## config.mk

```make
export PLATFORM = sky130hd
export DESIGN_NAME = mem_stage
export DESIGN_NICKNAME = d
export VERILOG_FILES = /design/src/rtl/mem_stage_pkg.sv /design/src/rtl/mem_stage_load_align.sv /design/src/rtl/mem_stage.sv
export SDC_FILE = /design/constraint.sdc
export NUM_CORES = 1
export LEC_CHECK = 0
export ABC_AREA = 1
export BUFFER_PORTS_ARGS = -buffer_cell sky130_fd_sc_hd__buf_2
export CAP_MARGIN = 20
export CORE_MARGIN = 5
export CORE_UTILIZATION = 35
export DETAILED_ROUTE_END_ITERATION = 8
export PLACE_DENSITY = 0.67
export SLEW_MARGIN = 30
export SYNTH_ARGS = -nofsm -noshare
export SYNTH_HDL_FRONTEND = slang
export SYNTH_SLANG_ARGS = --single-unit
```

## constraint.sdc

```tcl
create_clock -name clk -period 1.8 [get_ports clk]
set_input_delay 0.18 -clock clk [delete_from_list [all_inputs] [get_ports clk]]
set_output_delay 0.18 -clock clk [all_outputs]
set_load 0.05 [all_outputs]
```

## src/rtl/mem_stage_pkg.sv

```systemverilog
// mem_stage_pkg: shared types and helpers for the MEM pipeline stage
package mem_stage_pkg;
  typedef enum logic [3:0] {MEM_OP_NONE, LB, LBU, LH, LHU, LW, SB, SH, SW} mem_op_t;
  typedef enum logic [1:0] {IDLE, BUSY, DONE} state_t;
  typedef struct packed {
    mem_op_t     mem_op;
    logic [31:0] addr;
    logic [31:0] store_data;
    logic [4:0]  rd_addr;
    logic [31:0] alu_result;
  } mem_params_t;
  typedef struct packed {
    logic [4:0]  rd_addr;
    logic [31:0] rd_data;
    mem_op_t     mem_op;
  } wb_params_t;
  function automatic logic is_load(mem_op_t op);
    return op inside {LB, LBU, LH, LHU, LW};
  endfunction
  function automatic logic is_store(mem_op_t op);
    return op inside {SB, SH, SW};
  endfunction
  function automatic logic is_misaligned(mem_op_t op, logic [1:0] a);
    return (op inside {LH, LHU, SH} && a[0]) || (op inside {LW, SW} && a != 2'd0);
  endfunction
  function automatic logic [3:0] byte_en(mem_op_t op, logic [1:0] a);
    return op inside {LB, LBU, SB} ? 4'(4'b0001 << a) :
           op inside {LH, LHU, SH} ? (a[1] ? 4'b1100 : 4'b0011) : 4'b1111;
  endfunction
endpackage

```

## src/rtl/mem_stage_load_align.sv

```systemverilog
// load_align: selects and extends the addressed byte/halfword of a load word
module load_align
  import mem_stage_pkg::*;
(
  input  logic [31:0] rdata,
  input  logic [1:0]  addr_lo,
  input  mem_op_t     mem_op,
  output logic [31:0] result
);
  logic [7:0]  b;
  logic [15:0] h;
  always_comb begin
    b = 8'(rdata >> {addr_lo, 3'b000});
    h = addr_lo[1] ? rdata[31:16] : rdata[15:0];
    result = mem_op == LB  ? {{24{b[7]}}, b} :
             mem_op == LBU ? {24'd0, b} :
             mem_op == LH  ? {{16{h[15]}}, h} :
             mem_op == LHU ? {16'd0, h} : rdata;
  end
endmodule

```

## src/rtl/mem_stage.sv

```systemverilog
// mem_stage: MEM pipeline stage driving a single-outstanding req/ack data bus
module mem_stage
  import mem_stage_pkg::*;
#(
  parameter int XLEN = 32
) (
  input  logic            clk,
  input  logic            rst_n,
  input  mem_params_t     mem_params_in,
  output logic            stall,
  output logic            fault,
  output wb_params_t      wb_params_out,
  output logic            dbus_req,
  output logic            dbus_we,
  output logic [XLEN-3:0] dbus_addr,
  output logic [3:0]      dbus_be,
  output logic [XLEN-1:0] dbus_wdata,
  input  logic            dbus_ack,
  input  logic [XLEN-1:0] dbus_rdata
);
  state_t      state, state_nx;
  logic [31:0] rdata_q, load_res;
  logic        mem_v, mis;
  mem_op_t     op;
  assign op = mem_params_in.mem_op;
  load_align u_align (
    .rdata  (rdata_q),
    .addr_lo(mem_params_in.addr[1:0]),
    .mem_op (op),
    .result (load_res)
  );
  always_ff @(posedge clk) state <= !rst_n ? IDLE : state_nx;
  always_comb begin
    mem_v    = op != MEM_OP_NONE;
    mis      = is_misaligned(op, mem_params_in.addr[1:0]);
    state_nx = state == IDLE ? (mem_v && !mis ? BUSY : IDLE) :
               state == BUSY ? (dbus_ack ? DONE : BUSY) : IDLE;
    stall    = state == BUSY || (state == IDLE && mem_v && !mis);
    fault    = state == IDLE && mem_v && mis;
    wb_params_out = '0;
    if (state == IDLE && !mem_v) begin
      wb_params_out.rd_addr = mem_params_in.rd_addr;
      wb_params_out.rd_data = mem_params_in.alu_result;
    end else if (state == DONE) begin
      // EX/MEM is frozen until this cycle, so the op fields still describe the access
      wb_params_out.mem_op  = op;
      wb_params_out.rd_addr = is_store(op) ? 5'd0 : mem_params_in.rd_addr;
      wb_params_out.rd_data = is_store(op) ? 32'd0 : load_res;
    end
  end
  always_ff @(posedge clk) begin
    if (!rst_n) begin
      dbus_req   <= 1'b0;
      dbus_we    <= 1'b0;
      dbus_addr  <= '0;
      dbus_be    <= '0;
      dbus_wdata <= '0;
      rdata_q    <= '0;
    end else begin
      if (state == IDLE && state_nx == BUSY) begin
        dbus_req   <= 1'b1;
        dbus_we    <= is_store(op);
        dbus_addr  <= mem_params_in.addr[31:2];
        dbus_be    <= byte_en(op, mem_params_in.addr[1:0]);
        dbus_wdata <= op == SB ? {4{mem_params_in.store_data[7:0]}} :
                      op == SH ? {2{mem_params_in.store_data[15:0]}} : mem_params_in.store_data;
      end
      if (state == BUSY && dbus_ack) begin
        dbus_req <= 1'b0;
        rdata_q  <= dbus_rdata;
      end
    end
  end
endmodule

```

==> reports/qor.yml, run 1 <==
clk_transition_reported_paths_ns: 0.07
total_power_w: 0.00749
cp-startpoint: "state[0]"
tritoncts: "done"
area.sequential_mm2: 0.00205
detail_route.wirelength_um: 20700
clock_tree_buffer_depth: 2
grt_pass1_wl_um: 29800
slew_viol_final: 0
antenna_cells_inserted: 0
seq_area_frac_synth: 0.358
slowest_stage: "dfxtp_1"
post_synth_main_area_contributors: "dfxtp_1 36%, nand2_1 25%, nor2_1 9.9%"
whs_path_depth: 3
reg2reg_slack_ns: 0.26
grt_antenna_before_repair: 2
critical_path_source_type: "flop"
min_delay_path_class: "in -> reg"
vias: 6704
max_cap_violations: 0
final.setup_skew_ns: 0.0109
finalWeightedCongestion: 0.912
clk-insertion-delay-late_ns: 0.35
timing.critical_path.required_ns: 1.62
grt_setup_unrepaired: "yes"
postSynthAreaPerCell_um2: 5.89
ys_ff_latch: 102
area_after_detailed_placement_mm2: 0.00731
flow.area_growth_from_synthesis_pct: 47.5
worst-path-buf-inv: 3
share_clk_of_total_power: 0.297
die_h_um: 138
result_of_the_run: "finished with violations"
rr_worst_depth: 8
grt_start_max_net_pins: 68
clock-root-buffer: "clkbuf_16"
multi_input_area_mm2: 0.00312
post_route_antenna_net_violation_count: 0
final_period_minus_worst_setup_slack_ns: 1.91
worst_ir_drop_vdd_mv: 0.477
fillCellCount: 1613
worst_slack_ns: -0.109
design.portCount: 251
avgRoutedWirePerCell_um: 14.3
worst_path_max_stage_delay_ns: 0.36
worstMarginPinSlew_ns: 0.343
power.sequential.fraction: 0.354
synth-edff-count: 0
worstSetupPathDepth: 8
critical_path.endpoint_type: "output port"
floorplan.die_area_mm2: 0.0189
critical_path_cell_by_cell: "nor2_4, nand3_4, a21oi_4, buf_12, clkbuf_16, nand2_2, nand2_2, buf_8"
drt_pre_antenna_iters: 5
track_usage: 0.201
failed_checks: "setup timing"
post-synth-top-count-cell: "nand2_1"
start_util: 0.357
worst-endpoint-arrival_ns: 1.73
buffer_ports.inserted: 250
netSwitchingPower_w: 0.00286
report.final.setup_viol: 32
share_of_async_settable_or_async_resettable_flops_after_synthesis: 0
floorplan.die.width_um: 138
coreArea_mm2: 0.0159
comb_power_share: 0.349
net_switching_share_of_the_total_power: 0.383
critical_path.max_fanout: 6
cts_buffers: 9
postLayoutCoreUtil: 0.527
h_tree_lvl_count: 3
fin_setup_tns_ns: -2.34
dp.final_hpwl_um: 14900
static-leakage-power_nw: 4.53
endpoint: "wb_params_out[19]"
p_int_w: 0.00462
worstReg2RegEnd: "dbus_wdata[6]"
synth.cell_area_mm2: 0.00570
worstSetupPathType: "reg -> out"
holdBufCountCts: 0
dominantRegCellSynth: "dfxtp_1"
drtIter0Drc: 371
syn_nets: 1108
fin_crit_sh: 1.06
power.density_cell_area_mw_per_mm2: 891
synthDominantCellAreaShare: 0.358
final_net_count: 1372
fp-row-count: 46
hold_violations: 0
postLayoutCellArea_mm2: 0.00840
cts_sinks: 102
synthesis.instances: 968
grt_pass1_vias: 5988
post_synth_most_frequent_cells: "384 x nand2_1, 150 x nor2_1, 130 x inv_1, 102 x dfxtp_1, 59 x o21ai_0"
critical-path-top-delay-family: "buffers and inverters"
critical_path.most_common_cell: "nand2_2"
clock.fmax_mhz: 524
crit-reg2reg-launch: "state[1]"
yosys_warnings: 0
viasPerCell: 4.61
yosys.area.top_type: "dfxtp_1"
drive_above_1_share: 0.337
detail_route.drc_violations: 0
number_of_distinct_library_cells_after_synthesis: 23
grt-ovfl-total: 0
timing.slew.headroom: 0.771
place_ws_ns: 0.0743
==> worst min-delay path: stages <==
cell	delay (ns)
buf_2	0.07
nand2_1	0.04
o21ai_0	0.06
==> per-layer routing <==
| layer | track usage | vias up | routed length, um |
|---|---|---|---|
| met2 | 0.338 | 265 | 9800 |
| met5 | 0 | - | 26 |
| met3 | 0.0416 | 41 | 1710 |
| met4 | 0.0793 | 4 | 538 |
| met1 | 0.250 | 2954 | 8670 |
| li1 | - | 3440 | - |
==> registers in the layout (all words and copies together), names as in the netlist <==
signal / flops
dbus_we: 1
state: 2
dbus_req: 1
dbus_wdata: 32
dbus_addr: 30
dbus_be: 4
rdata_q: 32
==> kinds of logic (layout without fill, tap and decap cells) <==
group           count (synthesis)  count (layout)  share of synthesized area
simple gates                  591             591                      0.414
buf+inv                       179             448                      0.137
flops                         102             102                      0.358
compound gates                 96              96                     0.0903
==> what timing repair did <==
item                       4_1_cts  5_1_grt
hold endpoints to repair         0        0
setup buffers                    2        9
resized for setup               86      111
setup endpoints to repair       38       38
cloned                           0        5
pin swaps                        5       39
==> metrics by stage <==
| stage | instances | hold WS, ns |
|---|---|---|
| floorplan | 968 | 0.293 |
| global placement | 1422 | 0.378 |
| detailed placement | 1422 | 0.386 |
| CTS | 1440 | 0.0145 |
| global route | 1453 | 0.0240 |
| finish | 1453 | 0.0262 |
==> placed cells by master (no fill, tap or decap), drive strengths merged <==
cell type | Yosys | routed
dfxtp | 102 | 102
nand2 | 390 | 390
clkbuf | 20 | 16
o211ai | 8 | 8
buf | 25 | 294
nand3 | 35 | 35
inv | 134 | 134
nor3 | 1 | 1
clkinv | 0 | 2
or2 | 1 | 1
o21ai | 59 | 59
nand4 | 8 | 8
bufinv | 0 | 2
nor2 | 156 | 156
a21boi | 1 | 1
a21oi | 28 | 28
==> final cells by class <==
cell class / instances / area share
inverters: 134 / 0.0598
clock inverters: 4 / 0.00923
flip-flops and latches: 102 / 0.244
well taps: 216 / 0.0322
multi-input cells: 687 / 0.371
repair buffers: 298 / 0.252
clock buffers: 12 / 0.0317
==> how the worst min path moves through the flow <==
stage | from | endpoint
floorplan | dbus_rdata[0] | rdata_q[0]
global placement | dbus_rdata[11] | rdata_q[11]
detailed placement | dbus_rdata[26] | rdata_q[26]
CTS | dbus_rdata[3] | rdata_q[3]
global route | dbus_rdata[25] | rdata_q[25]
finish | dbus_rdata[27] | rdata_q[27]
==> power groups by stage <==
stage	combinational [W]	clock [W]	sequential, W
after detailed placement	0.00246	0	0.00270
after CTS	0.00252	0.00227	0.00265
after global placement	0.00245	0	0.00269
final	0.00261	0.00223	0.00265
after global routing	0.00285	0.00235	0.00268
after floorplan	0.00106	0	0.00344
No activity file was read; power rests on OpenSTA's default activity.
==> run 2: changes to the inputs <==
- PLACE_DENSITY: 0.67 -> 0.7
- clock period: 1.8 -> 1.7 ns (I/O delays scaled with it)
==> run 2 against run 1 <==
  * The run still ends with setup timing left
  * Utilization shrank 0.27 points
  * Sequential power grew 6%
  * Flip-flop and latch count is the same
  * Worst setup slack lost 0.023 ns
  * Die area is the same
  * Clock power shrank 9.9%
  * Combinational power grew 7.7%
  * Power grew 1.9%
  * First-iteration DRC count shrank 13%
  * Count of clock-buffer cells in the layout shrank 1
  * Design area shrank 0.51%
  * Cell count grew 0.55%
  * Critical endpoint is now wb_params_out[22]
  * Largest power group is now combinational logic
==> reports/qor.yml, run 2 (synthesis results as in run 1) <==
area_after_detailed_placement_mm2: 0.00745
share_clk_of_total_power: 0.264
p_int_w: 0.00458
avgRoutedWirePerCell_um: 13.6
clk_transition_reported_paths_ns: 0.07
grt-ovfl-total: 0
final_net_count: 1379
floorplan.die_area_mm2: 0.0189
die_h_um: 138
post_route_antenna_net_violation_count: 0
worst-endpoint-arrival_ns: 1.66
failed_checks: "setup timing"
power.sequential.fraction: 0.368
start_util: 0.357
detail_route.drc_violations: 0
end_point_of_the_worst_hold_path: "rdata_q[24]"
worstSetupPathType: "reg -> out"
grt_antenna_before_repair: 3
worst_path_max_stage_delay_ns: 0.33
grt_setup_unrepaired: "yes"
cp-startpoint: "state[1]"
floorplan.die.width_um: 138
fp-row-count: 46
worstHoldStart: "dbus_rdata[24]"
fin_crit_sh: 1.08
final_common_cell: "nand2_1"
final_period_minus_worst_setup_slack_ns: 1.83
slew_viol_final: 0
report.final.setup_viol: 38
critical_path.endpoint_type: "output port"
rr_worst_depth: 10
slowest_stage: "dfxtp_2"
final.setup_skew_ns: 0.0130
grt_pass1_wl_um: 29800
max_cap_violations: 0
cts_sinks: 102
clk-insertion-delay-late_ns: 0.36
viasPerCell: 4.55
clock_tree_buffer_depth: 2
top_library_cells_by_usage_in_the_layout_fill_and_taps_aside: "360 x nand2_1, 211 x buf_2, 141 x nor2_1"
static-leakage-power_nw: 4.53
total_power_w: 0.00763
critical_path_source_type: "flop"
cts_buffers: 9
netSwitchingPower_w: 0.00305
comb_power_share: 0.369
timing.critical_path.required_ns: 1.53
reg2reg_slack_ns: 0.13
finalWeightedCongestion: 0.889
whs_path_depth: 3
largestRegisters: "dbus_wdata: 32 flops, rdata_q: 32 flops, dbus_addr: 30 flops"
vias: 6651
drive_above_1_share: 0.320
placedCellCount: 1435
power.density_cell_area_mw_per_mm2: 912
worstMarginPinSlew_ns: 0.306
dp.final_hpwl_um: 14700
postLayoutCellArea_mm2: 0.00836
tritoncts: "done"
buffer_ports.inserted: 250
drt_pre_antenna_iters: 5
clock-root-buffer: "clkbuf_16"
track_usage: 0.200
min_delay_path_class: "in -> reg"
worst_ir_drop_vdd_mv: 0.569
hold_violations: 0
clock.fmax_mhz: 546
stdcell_count: 1461
timing.slew.headroom: 0.796
drtIter0Drc: 322
h_tree_lvl_count: 3
detail_route.wirelength_um: 19900
result_of_the_run: "finished with violations"
critical_path.max_fanout: 16
grt_start_max_net_pins: 68
flow.area_growth_from_synthesis_pct: 46.8
critical_path_cell_by_cell: "inv_4, buf_6, nand2_4, nor2_4, clkbuf_16, nand2_1, nand2_2, buf_8"
worstReg2RegEnd: "dbus_addr[5]"
design.portCount: 251
crit-reg2reg-launch: "state[1]"
net_switching_share_of_the_total_power: 0.400
grt_pass1_vias: 6013
worst_slack_ns: -0.132
coreArea_mm2: 0.0159
-- run 2: cell types whose count changed in the layout (fill, tap and decap cells not counted), sizes merged --
cell	previous run	this run
buf	294	304
clkbuf	16	12
diode	0	1
clkinv	2	4
bufinv	2	0
inv	134	135
-- run 2: layer usage --
layer | part of all wire | GRT usage
met4 | 0.021 | 0.0527
met3 | 0.10 | 0.0749
met1 | 0.39 | 0.226
met5 | 0.0011 | 0
met2 | 0.49 | 0.354
-- run 2: per-stage QoR --
stage               setup WS [ns]  setup TNS [ns]  utilization  hold WS, ns
floorplan                -0.00502         -0.0251            -        0.283
global placement          -0.0462          -0.430        0.467        0.368
detailed placement        -0.0516          -0.478        0.467        0.376
CTS                        -0.117           -2.92        0.515      0.00439
global route               -0.252           -7.08        0.524       0.0146
finish                     -0.132           -3.53        0.524       0.0139
-- run 2: repair_timing --
action,in CTS,in global routing
gates cloned,2,0
hold buffers,0,0
setup buffers,5,4
setup endpoints to repair,39,37
pin swaps,13,9
resized for setup,136,50
-- run 2: layout make-up --
class / count / area [um2]
flip-flops and latches: 102 / 2050
fillers: 1622 / 7580
inverters: 134 / 508
clock inverters: 5 / 43.8
diodes: 1 / 2.50
repair buffers: 305 / 2140
well taps: 216 / 270
clock buffers: 11 / 243
multi-input cells: 687 / 3110
-- run 2: power by group through the flow --
stage	clock, W	sequential (W)	combinational [W]
CTS	0.00207	0.00280	0.00279
finish	0.00201	0.00280	0.00281
floorplan	0	0.00364	0.00112
global route	0.00216	0.00283	0.00306
detailed placement	0	0.00285	0.00267
global placement	0	0.00284	0.00265
-- run 2: worst max path at each step --
| stage | endpoint | depth (start not counted) |
|---|---|---|
| 2_1_floorplan | wb_params_out[36] | 6 |
| 3_3_place_gp | wb_params_out[29] | 12 |
| 3_5_place_dp | wb_params_out[23] | 12 |
| 4_1_cts | wb_params_out[19] | 8 |
| 5_1_grt | wb_params_out[34] | 8 |
| 6_report | wb_params_out[22] | 8 |
-- run 2: critical path, delay by kind of cell, from the launching register on --
kind                   cells  cell delay (ns)
flip-flops                 1             0.33
buffers and inverters      4             0.52
AND/OR/NAND/NOR            4             0.45
==> run 3: changes to the inputs <==
- CORE_UTILIZATION: 35 -> 43
- PLACE_DENSITY: 0.7 -> 0.82
==> run 3 against run 2 <==
  * The flow still finishes with violations (setup timing)
  * Cell count decreased by 3.1%
  * Fmax decreased by 1.8%
  * First-iteration DRC count increased by 51%
  * Wire length decreased by 3.3%
  * Global-route usage increased by 3.4 points
  * Clock skew decreased by 0.0045 ns
  * Critical endpoint is now wb_params_out[14]
==> reports/qor.yml, run 3 (synthesis results as in run 1) <==
result_of_the_run: "finished with violations"
failed_checks: "setup timing"
min_delay_path_class: "in -> reg"
top_usage_layer: "met2"
final_common_cell: "nand2_1"
net_switching_share_of_the_total_power: 0.407
worstMarginPinSlew_ns: 0.352
drt_pre_antenna_iters: 5
top_library_cells_by_usage_in_the_layout_fill_and_taps_aside: "376 x nand2_1, 211 x buf_2, 142 x nor2_1"
dp.final_hpwl_um: 14300
critical_path_source_type: "flop"
report.final.setup_viol: 37
largestRegisters: "dbus_wdata: 32 flops, rdata_q: 32 flops, dbus_addr: 30 flops"
worst_path_max_stage_delay_ns: 0.34
vias: 6736
comb_power_share: 0.361
grt_pass1_wl_um: 30300
slew_viol_final: 0
h_tree_lvl_count: 3
clock_tree_buffer_depth: 2
use_met3: 0.0503
clk_transition_reported_paths_ns: 0.07
worstSetupPathType: "reg -> out"
finalWeightedCongestion: 0.933
avgRoutedWirePerCell_um: 13.6
detail_route.drc_violations: 0
final_period_minus_worst_setup_slack_ns: 1.86
floorplan.die_area_mm2: 0.0157
clk-insertion-delay-late_ns: 0.36
drtIter0Drc: 487
total_power_w: 0.00760
viasPerCell: 4.76
p_int_w: 0.00451
grt-ovfl-total: 0
place_ws_ns: 0.0218
coreArea_mm2: 0.0131
fin_crit_sh: 1.10
global_route.usage.met1: 0.289
cts_sinks: 102
worst-endpoint-arrival_ns: 1.69
slowest_stage: "dfxtp_2"
flow.area_growth_from_synthesis_pct: 41.3
critical_path.endpoint_type: "output port"
timing.slew.headroom: 0.766
detail_route.wirelength_um: 19200
design.portCount: 251
power.density_cell_area_mw_per_mm2: 945
track_usage: 0.234
worst_ir_drop_vdd_mv: 0.570
grt_antenna_before_repair: 2
grt_pass1_vias: 6201
static-leakage-power_nw: 4.44
drive_above_1_share: 0.306
floorplan.die.width_um: 125
grt_setup_unrepaired: "yes"
power.sequential.fraction: 0.369
final_net_count: 1374
critical_path.max_fanout: 24
fp-row-count: 42
timing.critical_path.required_ns: 1.53
antenna_cells_inserted: 0
post_route_antenna_net_violation_count: 0
die_h_um: 125
netSwitchingPower_w: 0.00309
worst_slack_ns: -0.164
postLayoutCoreUtil: 0.613
tritoncts: "done"
critical_path.most_common_cell: "nand2_1"
grt_start_max_net_pins: 68
buffer_ports.inserted: 250
max_cap_violations: 0
clock-root-buffer: "clkbuf_16"
share_clk_of_total_power: 0.271
cts_buffers: 9
hold_violations: 0
start_util: 0.434
critical_path_cell_by_cell: "inv_2, nand2_2, nand4_1, a21oi_4, buf_12, nand2_1, nand2_1, buf_6"
met2_usage: 0.400
final.setup_skew_ns: 0.00846
clock.fmax_mhz: 536
==> run 3: power groups by stage <==
stage	sequential (W)	clock (W)	combinational (W)
after CTS	0.00280	0.00210	0.00269
after global placement	0.00285	0	0.00259
final	0.00280	0.00206	0.00274
after global routing	0.00284	0.00220	0.00297
after detailed placement	0.00285	0	0.00262
after floorplan	0.00364	0	0.00112
==> run 3: worst max-delay path: cells and delay by family, from the launching register on <==
| family | cells | cell delay, ns |
|---|---|---|
| buffers and inverters | 3 | 0.38 |
| AOI/OAI and AO/OA | 1 | 0.20 |
| DFF | 1 | 0.34 |
| and+or+nand+nor | 4 | 0.40 |
==> run 3: final timing paths <==
check,end,cells past startpoint,slack [ns],start
max,wb_params_out[14],8,-0.16,rdata_q[23]
min,rdata_q[24],3,0.01,dbus_rdata[24]
max reg2reg,rdata_q[31],7,0.23,state[0]
min reg2reg,dbus_req,2,0.46,dbus_req
==> run 3: through the flow <==
| stage | std cells | area (um2) | hold slack, ns | setup TNS [ns] |
|---|---|---|---|---|
| 6_report | 1415 | 8050 | 0.0122 | -3.76 |
| 5_1_grt | 1415 | 8050 | 0.0148 | -6.63 |
| 4_1_cts | 1410 | 7920 | 0.00101 | -3.24 |
| 3_5_place_dp | 1391 | 7310 | 0.374 | 0 |
| 3_3_place_gp | 1391 | 7310 | 0.368 | 0 |
| 2_1_floorplan | 968 | 5700 | 0.283 | -0.0251 |
==> run 3: final cells by class <==
cell class / instances / area (um2)
Clock inverter: 7 / 63.8
Clock buffer: 9 / 225
Tap cell: 176 / 220
Sequential cell: 102 / 2050
Inverter: 134 / 505
Fill cell: 1187 / 5090
Multi-Input combinational cell: 687 / 3010
Timing Repair Buffer: 300 / 1980
==> run 3: layer usage <==
metal / vias to the layer above / share of wire
li1: 3436 / -
met1: 2931 / 0.41
met2: 316 / 0.48
met3: 49 / 0.080
met4: 4 / 0.031
met5: - / 0.00073
==> run 3: what timing repair did <==
| item | in CTS | in global routing |
|---|---|---|
| setup buffers | 2 | 4 |
| hold endpoints to repair | 1 | 0 |
| setup endpoints to repair | 39 | 39 |
| hold buffers | 1 | 0 |
| pin swaps | 6 | 10 |
| gates resized for setup | 112 | 35 |
| cloned | 0 | 1 |
